[src/rtl/clkdiv_pkg.sv]
// Shared types and helpers for the multi-channel clock divider.
// Config fields are MAX_WIDTH wide; a divider instance uses only the low WIDTH bits.
package clkdiv_pkg;

    localparam int unsigned MAX_WIDTH = 32;

    typedef struct packed {
        logic [MAX_WIDTH-1:0] period;
        logic [MAX_WIDTH-1:0] high;
    } div_cfg_t;

    // A usable waveform needs at least one high and one low cycle.
    function automatic logic cfg_valid(input logic [MAX_WIDTH-1:0] period,
                                       input logic [MAX_WIDTH-1:0] high);
        return (period >= MAX_WIDTH'(2)) && (high >= MAX_WIDTH'(1)) && (high < period);
    endfunction

endpackage

[src/rtl/clkdiv_chan.sv]
// One divider channel: counter, active/shadow config, pending flag, clkdiv and tick.
// Tick logic exists only when CLKDIV_TICK_EN is defined; otherwise tick is tied low.
module clkdiv_chan
    import clkdiv_pkg::*;
#(
    parameter int unsigned WIDTH        = 26,
    parameter int unsigned RESET_PERIOD = 50_000_000,
    parameter int unsigned RESET_HIGH   = 25_000_000
) (
    input  logic     clk,
    input  logic     rst,
    input  logic     en,
    input  logic     resync,
    input  logic     wr,
    input  div_cfg_t wr_cfg,
    output logic     pending,
    output logic     clkdiv,
    output logic     tick
);

    localparam div_cfg_t RESET_CFG = {MAX_WIDTH'(RESET_PERIOD), MAX_WIDTH'(RESET_HIGH)};

    logic             running;
    logic [WIDTH-1:0] cnt;
    logic [WIDTH-1:0] cnt_inc;
    div_cfg_t         active;
    div_cfg_t         shadow;
    logic             wrap;
    logic             apply;

    assign cnt_inc = cnt + WIDTH'(1);
    assign wrap    = running && (MAX_WIDTH'(cnt) == active.period - MAX_WIDTH'(1));
    // Shadow moves to active only on a period boundary or while nothing is being generated.
    assign apply   = pending && (!running || (en && (resync || wrap)));

    always_ff @(posedge clk or posedge rst) begin
        if (rst) begin
            running <= 1'b0;
            cnt     <= '0;
            active  <= RESET_CFG;
            shadow  <= RESET_CFG;
            pending <= 1'b0;
            clkdiv  <= 1'b0;
        end else begin
            if (!en) begin
                running <= 1'b0;
                cnt     <= '0;
                clkdiv  <= 1'b0;
            end else if (!running || resync || wrap) begin
                running <= 1'b1;
                cnt     <= '0;
                clkdiv  <= 1'b1;
            end else begin
                cnt     <= cnt_inc;
                clkdiv  <= MAX_WIDTH'(cnt_inc) < active.high;
            end
            if (apply) begin
                active  <= shadow;
                pending <= 1'b0;
            end
            // A write on a boundary edge lands after the old shadow was consumed.
            if (wr) begin
                shadow  <= wr_cfg;
                pending <= 1'b1;
            end
        end
    end

`ifdef CLKDIV_TICK_EN
    // Flags the last cycle of each period, aligned with clkdiv.
    always_ff @(posedge clk or posedge rst) begin
        if (rst) begin
            tick <= 1'b0;
        end else if (!en || !running || resync || wrap) begin
            tick <= 1'b0;
        end else begin
            tick <= MAX_WIDTH'(cnt_inc) == active.period - MAX_WIDTH'(1);
        end
    end
`else
    assign tick = 1'b0;
`endif

endmodule

[src/rtl/clkdiv_multi.sv]
// Multi-channel programmable clock divider: config write decode/validation plus channel array.
// Optional end-of-period tick outputs are enabled with CLKDIV_TICK_EN.
module clkdiv_multi
    import clkdiv_pkg::*;
#(
    parameter  int unsigned CHANNELS     = 4,
    parameter  int unsigned WIDTH        = 26,
    parameter  int unsigned RESET_PERIOD = 50_000_000,
    parameter  int unsigned RESET_HIGH   = 25_000_000,
    localparam int unsigned CH_W         = (CHANNELS > 1) ? $clog2(CHANNELS) : 1
) (
    input  logic                clk,
    input  logic                rst,
    input  logic [CHANNELS-1:0] en,
    input  logic                resync,
    input  logic                cfg_we,
    input  logic [CH_W-1:0]     cfg_ch,
    input  logic [WIDTH-1:0]    cfg_period,
    input  logic [WIDTH-1:0]    cfg_high,
    output logic                cfg_ack,
    output logic                cfg_err,
    output logic [CHANNELS-1:0] pending,
    output logic [CHANNELS-1:0] clkdiv,
    output logic [CHANNELS-1:0] tick
);

    // Parameter sanity, caught at elaboration.
    if (CHANNELS < 1) begin : g_bad_channels
        $error("clkdiv_multi: CHANNELS must be at least 1");
    end
    if (WIDTH < 2 || WIDTH > MAX_WIDTH) begin : g_bad_width
        $error("clkdiv_multi: WIDTH out of range");
    end
    if (RESET_PERIOD < 2 || 64'(RESET_PERIOD) >= (64'd1 << WIDTH)) begin : g_bad_period
        $error("clkdiv_multi: RESET_PERIOD must satisfy 2 <= RESET_PERIOD < 2**WIDTH");
    end
    if (RESET_HIGH < 1 || RESET_HIGH >= RESET_PERIOD) begin : g_bad_high
        $error("clkdiv_multi: RESET_HIGH must satisfy 1 <= RESET_HIGH < RESET_PERIOD");
    end

    div_cfg_t wr_cfg;
    logic     ch_ok;
    logic     wr_ok;

    assign wr_cfg = {MAX_WIDTH'(cfg_period), MAX_WIDTH'(cfg_high)};
    assign ch_ok  = 32'(cfg_ch) < 32'(CHANNELS);
    assign wr_ok  = cfg_we && ch_ok && cfg_valid(wr_cfg.period, wr_cfg.high);

    always_ff @(posedge clk or posedge rst) begin
        if (rst) begin
            cfg_ack <= 1'b0;
            cfg_err <= 1'b0;
        end else begin
            cfg_ack <= wr_ok;
            cfg_err <= cfg_we && !wr_ok;
        end
    end

    for (genvar i = 0; i < CHANNELS; i++) begin : g_chan
        clkdiv_chan #(
            .WIDTH        (WIDTH),
            .RESET_PERIOD (RESET_PERIOD),
            .RESET_HIGH   (RESET_HIGH)
        ) u_chan (
            .clk     (clk),
            .rst     (rst),
            .en      (en[i]),
            .resync  (resync),
            .wr      (wr_ok && (cfg_ch == CH_W'(i))),
            .wr_cfg  (wr_cfg),
            .pending (pending[i]),
            .clkdiv  (clkdiv[i]),
            .tick    (tick[i])
        );
    end

endmodule

[config.mk]
export PLATFORM = sky130hd
export DESIGN_NAME = clkdiv_multi
export DESIGN_NICKNAME = d
export VERILOG_FILES = /design/src/rtl/clkdiv_pkg.sv /design/src/rtl/clkdiv_chan.sv /design/src/rtl/clkdiv_multi.sv
export SDC_FILE = /design/constraint.sdc
export NUM_CORES = 1
export LEC_CHECK = 0
export CORE_AREA = 8 8 297 299
export DETAILED_ROUTE_END_ITERATION = 8
export DIE_AREA = 0 0 305 307
export SETUP_SLACK_MARGIN = 0.3
export SLEW_MARGIN = 20
export SYNTH_ARGS = -nofsm -noshare
export SYNTH_HDL_FRONTEND = slang
export SYNTH_SLANG_ARGS = --single-unit
[constraint.sdc]
create_clock -name clk -period 23.6 [get_ports clk]
set_input_delay 4.72 -clock clk [delete_from_list [all_inputs] [get_ports clk]]
set_output_delay 4.72 -clock clk [all_outputs]
set_load 0.005 [all_outputs]
## After elaboration in Yosys (flattened, before gate mapping)

Index checks and enable logic that the tools add are counted.

- Muxes and demuxes: 32
- Add/sub/neg operators: 8
- Eq/ne operators: 11
- Order comparisons: 7
- Reduce and logical (&&, ||, !) cells: 46

Operator list:

| operator | count |
|---|---|
| 26-bit two-way mux | 8 |
| 26-bit less-than comparator | 5 |
| 26-bit by 32-bit equality test with 1-bit output | 4 |
| 26-bit by 1-bit subtractor with 27-bit output (second input constant) | 4 |
| 26-bit by 1-bit adder with 26-bit output (second input constant) | 4 |
| 26-bit by 1-bit greater-or-equal comparator with 1-bit output (second input constant) | 1 |
| 26-bit by 2-bit greater-or-equal comparator with 1-bit output (second input constant) | 1 |
| 1-bit two-way mux | 24 |
| 1-bit logical AND | 20 |
| 1-bit logical OR | 16 |
| 2-bit by 1-bit inequality test with 1-bit output (second input constant) | 4 |
| 2-bit nonzero test | 4 |
| 1-bit logical NOT | 5 |
| 2-bit equality test (second input constant) | 2 |
| 2-bit by 1-bit equality test with 1-bit output (second input constant) | 1 |
| 2-bit logical NOT | 1 |

- Register bits: 534
- Bits of input ports: 62
- Output and inout port bits: 14

## Logic depth before layout (Yosys ltp)

Gate-level depths: netlist of the first run.

- Word-level depth: 9
- Mapped depth: 17
- Gate-level depth less buffers: 16

## By module

From an unflattened synthesis of the first run, not the netlist that was laid out.

- Cell total of the unflattened synthesis: 2776
- Area, all modules: 33716.1 um^2

Modules (own cells, without submodules):

| module | area an instance (um^2) | sequential area each (um^2) | cells each | instances |
|---|---|---|---|---|
| clkdiv_chan | 8205.4 | 3988.8 | 664 | 4 |
| clkdiv_multi | 894.6 | 50.0 | 120 | 1 |

## Least setup slack after synthesis of the first run

No wires, ideal clock.

- Kind: input-to-reg
- Start point: input port cfg_period[11]
- End point: register g_chan[1].u_chan.shadow[10] (netlist bit)
- Cell stages on the path: 13
- Data required time: 23.475 ns
- Path buffers: 2
- Library setup time: 0.125 ns
- Slack: 16.016 ns
- Arrival: 7.460 ns
- Cell sequence: inv_1 -> ha_1 -> a21o_1 -> a21o_1 -> a2111oi_0 -> or3_1 -> a21oi_1 -> a211oi_1 -> nand2_1 -> nor3b_1 -> clkbuf_1 -> buf_1 -> mux2_2

- Cells in the longest elaborated chain, start to end: 5
- Elaborated cells between the ends (all ways): 6
- Classes of those cells: order compare: 2; reduce/logical: 4

RTL lines:

| item | line | RTL |
|---|---|---|
| from (decl) | clkdiv_multi.sv:18 | `input logic [WIDTH-1:0] cfg_period,` |
| 26-bit by 2-bit greater-or-equal comparator with 1-bit output | clkdiv_pkg.sv:15 | `return (period >= MAX_WIDTH'(2)) && (high >= MAX_WIDTH'(1)) && (high < period);` |
| 1-bit logical AND | clkdiv_pkg.sv:15 |  |
| 1-bit logical AND (*) | clkdiv_pkg.sv:15 |  |
| 1-bit logical AND (*) | clkdiv_multi.sv:47 | `assign wr_ok = cfg_we && ch_ok && cfg_valid(wr_cfg.period, wr_cfg.high);` |
| 1-bit logical AND (*) | clkdiv_multi.sv:69 | `.wr (wr_ok && (cfg_ch == CH_W'(i))),` |
| to (signal assigned) | clkdiv_chan.sv:63 | `shadow <= wr_cfg;` |
| to (decl) | clkdiv_chan.sv:27 | `div_cfg_t shadow;` |

Every way passes the cells marked *; elsewhere a longest branch is shown, timed or not.
A chain may end at the register's enable or synchronous reset.

## Worst setup path in the final report of the first run

- Start point: input port cfg_high[11]
- End point: register g_chan[2].u_chan.shadow[1] (netlist bit)

- Cells in the longest elaborated chain, start to end: 5
- Elaborated cells between the ends (all ways): 6
- Classes of those cells: order compare: 2; reduce/logical: 4

RTL lines:

| item | line | RTL |
|---|---|---|
| from (decl) | clkdiv_multi.sv:19 | `input logic [WIDTH-1:0] cfg_high,` |
| 26-bit by 1-bit greater-or-equal comparator with 1-bit output | clkdiv_pkg.sv:15 |  |
| 1-bit logical AND | clkdiv_pkg.sv:15 |  |
| 1-bit logical AND (*) | clkdiv_pkg.sv:15 |  |
| 1-bit logical AND (*) | clkdiv_multi.sv:47 |  |
| 1-bit logical AND (*) | clkdiv_multi.sv:69 |  |
| to (signal assigned) | clkdiv_chan.sv:63 |  |
| to (decl) | clkdiv_chan.sv:27 |  |

Marked as above.

==> summary.txt, run 1 <==
Outcome
  – Outcome: finished, final reports clean

Synthesis
  – Adder-Cell Fraction of Synth Area: 5.75%
  – Synth Warn #: 0
  – Syn Inst Count: 2514
  – Synth Area in XOR/XNOR: 6.62%
  – Synth Area in Simple Gates: 13.1%
  – Compound-Gate Fraction of Synth Area: 6.47%
  – Number of synthesized flops with an enable pin: 0
  – FF+latch count, synth: 534
  – Main synth FF type: dfrtp_1
  – Ranking of synthesized cells by area: dfrtp_1 (30%), dfstp_2 (17%), mux2_2 (8.4%)
  – Share of the synthesized area in the top cell type: 29.6%
  – Number of distinct library cells after synthesis: 98
  – Mapped Area: 0.0289 mm^2
  – Synth async-reset ratio: 100%
  – Main combinational cell family by area after synthesis: multiplexers
  – Commonest cells in the netlist: dfrtp_1 (342), mux2_2 (216), dfstp_2 (192)
  – Most numerous cell in the Yosys netlist: dfrtp_1
  – Proportion of synthesized area in mux cells: 16.7%
  – Syn_area_per_cell: 11.5 um^2
  – Synth area leader: dfrtp_1
  – Post-synthesis sequential area ratio: 47.0%

Run
  – Max Cap Violations: 0

CTS
  – CTS root buf: clkbuf_16
  – TritonCTS clock tree: done
  – Postcts setup bufs: 0
  – H-tree depth: 2
  – Worst-skew pair later-pin latency: 0.63 ns
  – Post-CTS Hold Fix Bufs: 0
  – Post-cts sizing count: 0
  – Reg clk slew, reported paths: 0.06 ns
  – CTS Sinks: 534
  – Longest Clk Path Bufs: 3
  – Total CTS buffers: 58

Timing
  – Fin crit share: 34.7%
  – Total negative slack: 0 ns
  – Final min period: 8.20 ns
  – Unrepaired setup endpoints after global routing: no
  – Worst slew pin tran: 1.09 ns
  – Max frequency: 0.122 GHz
  – Final setup vio count: 0
  – Final Max Tran Viols: 0
  – Skew final: 0.0126 ns
  – Final Hold Vio Count: 0
  – Worst rel slew slack: 27.3%

Placement
  – Placed cell area: 0.0308 mm^2
  – Placed cells: 3606
  – DPL Wire Length: 52800 um
  – Final weighted congestion in routability-driven placement: 0.859
  – I/O Buffers: 71

Cells and area
  – Cell area after layout: 0.0327 mm^2
  – FILL cells: 7916
  – Nets: 2781
  – Area growth from synthesis to layout: 13.1%
  – Layout cell share with drive strength beyond 1: 25.7%
  – Fin cells: 3719

Route
  – Routed Antenna Nets: 0
  – DRT Pass-1 Iters: 7
  – Initial DRC count: 1498
  – Vias per cell: 5.26
  – DR vias: 19600
  – DR WL/cell: 20.9 um
  – Number of remaining DRC errors: 0
  – DRT Wirelength: 77700 um

Global route
  – First-pass GRT wire length: 121000 um
  – Vias in the first global route: 20300
  – GRT Util Overall: 16.4%
  – Largest net degree at the start of global routing: 172
  – Congestion Overflow GR: 0
  – Antenna violations before repair: 19

Critical path
  – Worst-path fanout max: 53
  – Crit path max-delay cell type: clkdlybuf4s50_1
  – Number of buffers and inverters on the critical path: 2
  – CP startpoint kind: primary input
  – Setup crit end kind: register
  – Arr. time, crit path: 8.71 ns
  – Crit Path Class: primary input to register
  – CP Cell Sequence: clkdlybuf4s50_1, ha_1, a21o_1, a21o_1, a2111oi_0, or3_1, a21oi_1, a211oi_1, nand2_1, nor3b_2, buf_4, mux2_2
  – Slowest stage delay, CP: 0.82 ns
  – Top cell by count, worst path: a21o_1
  – Crit path max-delay family: buffers and inverters
  – Worst Path Required: 24.11 ns

Power and ir drop
  – VDD IR max: 0.0639 mV
  – P_leak: 0.0143 uW
  – PwrDens: 103 mW/mm^2

Floorplan
  – Die width: 305 um
  – Core area: 0.0832 mm^2
  – Initial Utilization: 34.8%
  – Die Y: 307 um
  – Rows: 106
  – IO Count: 76
  – Die area: 0.0936 mm^2

Worst hold path
  – Hold Path Class: register to register
## cell families (layout without fill, tap and decap cells)
kind of cell,after synthesis,in the layout
xor gates and xnor gates,217,217
adders and majority gates,133,133
buffers and inverters,272,391
other,1,7
muxes,399,399
AOI/OAI and AO/OA,272,272
DFF,534,534
and+or+nand+nor,686,686
## metal layers
| metal | global-route usage (%) | share of wire, % | up-vias |
|---|---|---|---|
| met5 | 0 | 0.027 | - |
| li1 | - | - | 8994 |
| met2 | 26.4 | 45 | 485 |
| met1 | 22.3 | 45 | 9935 |
| met3 | 3.62 | 6.5 | 134 |
| met4 | 4.46 | 2.7 | 4 |
## power by group
group | total (uW) | switching [uW] | internal [uW]
Clock | 916 | 384 | 533
Combinational | 889 | 418 | 471
Sequential | 1550 | 269 | 1280
Total | 3360 | 1070 | 2290
## per-stage QoR
step	hold slack, ns	utilization (%)	total power, uW	worst slack (ns)
after floorplan	0.445	-	2180	4.27
after global placement	0.462	37.0	2400	14.88
after detailed placement	0.465	37.0	2450	14.90
after CTS	0.482	39.3	3380	15.56
after global routing	0.503	39.3	3560	15.31
final	0.480	39.4	3360	15.40
## final timing paths
path                                                  start                           to  slack (ns)  cells after the start
min in group asynchronous                               rst  g_chan[2].u_chan.active[23]        4.68                      2
worst max register to register  g_chan[1].u_chan.active[32]   g_chan[1].u_chan.active[0]       18.88                     11
max in group asynchronous                               rst     g_chan[1].u_chan.cnt[23]       16.82                      4
worst min register to register  g_chan[2].u_chan.shadow[24]  g_chan[2].u_chan.active[24]        0.48                      2
worst max-delay path                           cfg_high[11]   g_chan[2].u_chan.shadow[1]       15.40                     12
worst min-delay path            g_chan[2].u_chan.shadow[24]  g_chan[2].u_chan.active[24]        0.48                      2
## layout by cell type, fill, tap and decap left out, types with 7 or more instances in the layout
cell type / instances
dfrtp_1: 342
mux2_2: 216
dfstp_2: 192
inv_1: 162
ha_1: 133
xnor2_1: 126
nand2_1: 113
nor2_1: 104
nor2b_1: 96
mux2_4: 95
xor2_1: 90
mux2_1: 79
o21ai_0: 74
clkdlybuf4s50_1: 71
nand3_1: 69
clkbuf_16: 63
nor3_1: 56
nand4_1: 51
and3_1: 49
a21oi_1: 44
buf_4: 44
nor4_1: 43
a21o_1: 34
clkbuf_1: 20
nand2b_1: 15
or4_1: 13
or3_1: 12
clkbuf_8: 11
o31ai_1: 10
a211oi_1: 10
mux2i_1: 9
o21a_1: 8
nand4b_1: 7
and4_1: 7
clkinv_2: 7
## tightest hold or removal path: stages (launching register included)
cell     delay, ns
dfstp_2       0.37
nand2_1       0.04
o21ai_0       0.06
## flip-flops by register name, indices dropped and copies added, names as in the netlist
name,cells
g_chan.u_chan.running,4
g_chan.u_chan.shadow,208
g_chan.u_chan.active,208
g_chan.u_chan.clkdiv,4
cfg_ack,1
g_chan.u_chan.pending,4
cfg_err,1
g_chan.u_chan.cnt,104
## layout make-up
cell class	instances	area, um^2	area share [%]
Multi-Input combinational cell	1711	14100	43.2
Sequential cell	534	13600	41.6
Clock buffer	94	1800	5.51
Tap cell	1080	1350	4.13
Timing Repair Buffer	117	1080	3.30
Inverter	164	623	1.90
Clock inverter	16	128	0.390
Antenna cell	3	7.51	0.0229
No activity file was read; power rests on OpenSTA's default activity.
==> inputs of run 2 (changes only) <==
clock period = 8.6 ns   (was 23.6 ns; I/O delays follow)
==> run 2 against run 1 <==
Clock power increased to 2.7 times the previous value. Routed wire length decreased by 0.74%. Critical path depth unchanged. Non-clock buffer count increased by 7. Critical path type unchanged. Critical endpoint is now g_chan[1].u_chan.shadow[37].
==> summary.txt, run 2 (synthesis results as in run 1) <==
Cells and area
  – Largest registers: g_chan.u_chan.active x208, g_chan.u_chan.shadow x208, g_chan.u_chan.cnt x104
  – Nets: 2787 (+0.22%)
  – Layout cell share with drive strength beyond 1: 26.0% (+0.33 points)
  – Cell area after layout: 0.0328 mm^2 (about the same)
  – FILL cells: 7909 (-0.088%)
  – Area of the multi-input gates: 0.0141 mm^2 (unchanged)
  – Leading cell type in the layout, fill and taps excluded: dfrtp_1
  – Reg area: 0.0136 mm^2 (unchanged)
  – Fin cells: 3723 (+0.11%)
  – Area growth from synthesis to layout: 13.2% (about the same)
  – Most frequent cells in the layout: dfrtp_1 (342), mux2_2 (216), dfstp_2 (192)

Power and ir drop
  – VDD IR max: 0.158 mV (+150%)
  – PwrDens: 280 mW/mm^2 (+170%)
  – P_leak: 0.0143 uW (+0.26%)

Critical path
  – Setup crit end kind: register
  – Crit Path Class: primary input to register
  – Worst-path fanout max: 21 (-60%)
  – CP startpoint kind: primary input
  – Arr. time, crit path: 6.18 ns (-2.53 ns)
  – Worst Path Required: 9.09 ns (-15.02 ns)
  – Flop-to-flop setup slack: 3.74 ns (-15.14 ns)

Global route
  – GRT Util Overall: 16.3% (-0.096 points)
  – Largest net degree at the start of global routing: 192 (+12%)
  – Antenna violations before repair: 9 (-10)
  – Vias in the first global route: 20400 (+0.84%)
  – Congestion Overflow GR: 0 (unchanged)
  – First-pass GRT wire length: 121000 um (+0.23%)

Timing
  – Max frequency: 0.176 GHz
  – Final min period: 5.69 ns
  – Worst Setup Slack, final: 2.91 ns (-12.49 ns)
  – Worst slew pin tran: 1.08 ns (-0.0122 ns)
  – Final Hold Vio Count: 0 (unchanged)
  – Skew final: 0.0326 ns (+0.0200 ns)
  – Final Max Tran Viols: 0 (unchanged)
  – Final setup vio count: 0 (unchanged)
  – Worst rel slew slack: 28.1% (+0.81 points)
  – Total negative slack: 0 ns (unchanged)
  – Unrepaired setup endpoints after global routing: no
  – Fin crit share: 66.2%

Route
  – DR vias: 19500 (-0.21%)
  – Routed Antenna Nets: 0 (unchanged)
  – Initial DRC count: 1184 (-21%)
  – Number of remaining DRC errors: 0 (unchanged)
  – DRT Pass-1 Iters: 5 (-2)
  – DRT Wirelength: 77100 um (-0.74%)
  – Vias per cell: 5.24 (-0.32%)
  – DR WL/cell: 20.7 um (-0.85%)

Floorplan
  – Core area: 0.0832 mm^2 (unchanged)
  – Die Y: 307 um (unchanged)
  – IO Count: 76 (unchanged)
  – Rows: 106 (unchanged)
  – Die area: 0.0936 mm^2 (unchanged)
  – Die width: 305 um (unchanged)
  – Initial Utilization: 34.8% (unchanged)

CTS
  – H-tree depth: 2 (unchanged)
  – Reg clk slew, reported paths: 0.06 ns (about the same)
  – TritonCTS clock tree: done
  – CTS Sinks: 534 (unchanged)
  – Post-CTS Hold Fix Bufs: 0 (unchanged)
  – Post-cts sizing count: 0 (unchanged)
  – Longest Clk Path Bufs: 3 (unchanged)
  – Worst-skew pair later-pin latency: 0.63 ns (about the same)
  – CTS root buf: clkbuf_16
  – Postcts setup bufs: 0 (unchanged)
  – Total CTS buffers: 57 (-1.7%)

Placement
  – Placed cell area: 0.0308 mm^2 (+0.11%)
  – Final weighted congestion in routability-driven placement: 0.858 (-0.12%)
  – Placed cells: 3611 (+0.14%)
  – Placement Setup Slack: 2.35 ns (-12.55 ns)
  – I/O Buffers: 71 (unchanged)
  – DPL Wire Length: 53800 um (+2.1%)

Run
  – Max Cap Violations: 0 (unchanged)

Outcome
  – Outcome: finished, final reports clean

Worst hold path
  – Hold Path Class: register to register
==> run 2: cell count changes in the layout (fill, tap and decap cells not counted), sizes merged <==
cell / change
diode: -1
clkinvlp: -2
bufinv: +1
buf: +7
clkinv: +7
clkbuf: -8
==> run 2: area by class of cell <==
cell class | instances | share of cell area (%)
Multi-Input combinational cell | 1711 | 43.1
Inverter | 164 | 1.89
Sequential cell | 534 | 41.5
Clock buffer | 86 | 5.11
Antenna cell | 2 | 0.0153
Timing Repair Buffer | 124 | 3.58
Tap cell | 1080 | 4.13
Clock inverter | 22 | 0.615
==> run 2: layer usage <==
layer  vias up  global-route usage [%]  part of all wire [%]
met5         -                       0                0.0091
met4         2                    6.76                   4.1
met3       166                    2.77                   4.9
met2       440                    26.1                    46
met1      9863                    21.9                    45
li1       9040                       -                     -
==> run 2: critical path, cell delays in order <==
cell and delay [ns]:
clkdlybuf4s50_1 0.80, ha_1 0.36, a21o_1 0.17, a21o_1 0.17, a2111oi_0 0.34, or3_1 0.18
a21oi_1 0.09, a211oi_1 0.39, nand2_1 0.21, nor3b_2 0.91, buf_4 0.44, mux2_2 0.38
==> run 2: stage by stage <==
stage	hold WS, ns	utilization [%]	power [uW]
after global routing	0.492	39.4	9720
after floorplan	0.445	-	5980
final	0.475	39.4	9160
after detailed placement	0.468	37.0	6740
after CTS	0.481	39.3	9240
after global placement	0.462	37.0	6620
==> run 2: final timing paths <==
kind                                             start                          end  cells after the start
hold reg to reg            g_chan[2].u_chan.shadow[40]  g_chan[2].u_chan.active[40]                      1
hold / removal             g_chan[2].u_chan.shadow[40]  g_chan[2].u_chan.active[40]                      1
setup reg to reg           g_chan[1].u_chan.active[32]   g_chan[1].u_chan.active[0]                     11
max in group asynchronous                          rst  g_chan[1].u_chan.active[23]                      5
setup / recovery                          cfg_high[11]  g_chan[1].u_chan.shadow[37]                     12
min in group asynchronous                          rst  g_chan[2].u_chan.shadow[25]                      2
==> run 2: where the power goes <==
part / internal [uW] / switching [uW] / leakage, uW
logic: 1300 / 1150 / 0.00703
registers: 3520 / 750 / 0.00634
clock network: 1410 / 1040 / 0.000923
total: 6220 / 2940 / 0.0143
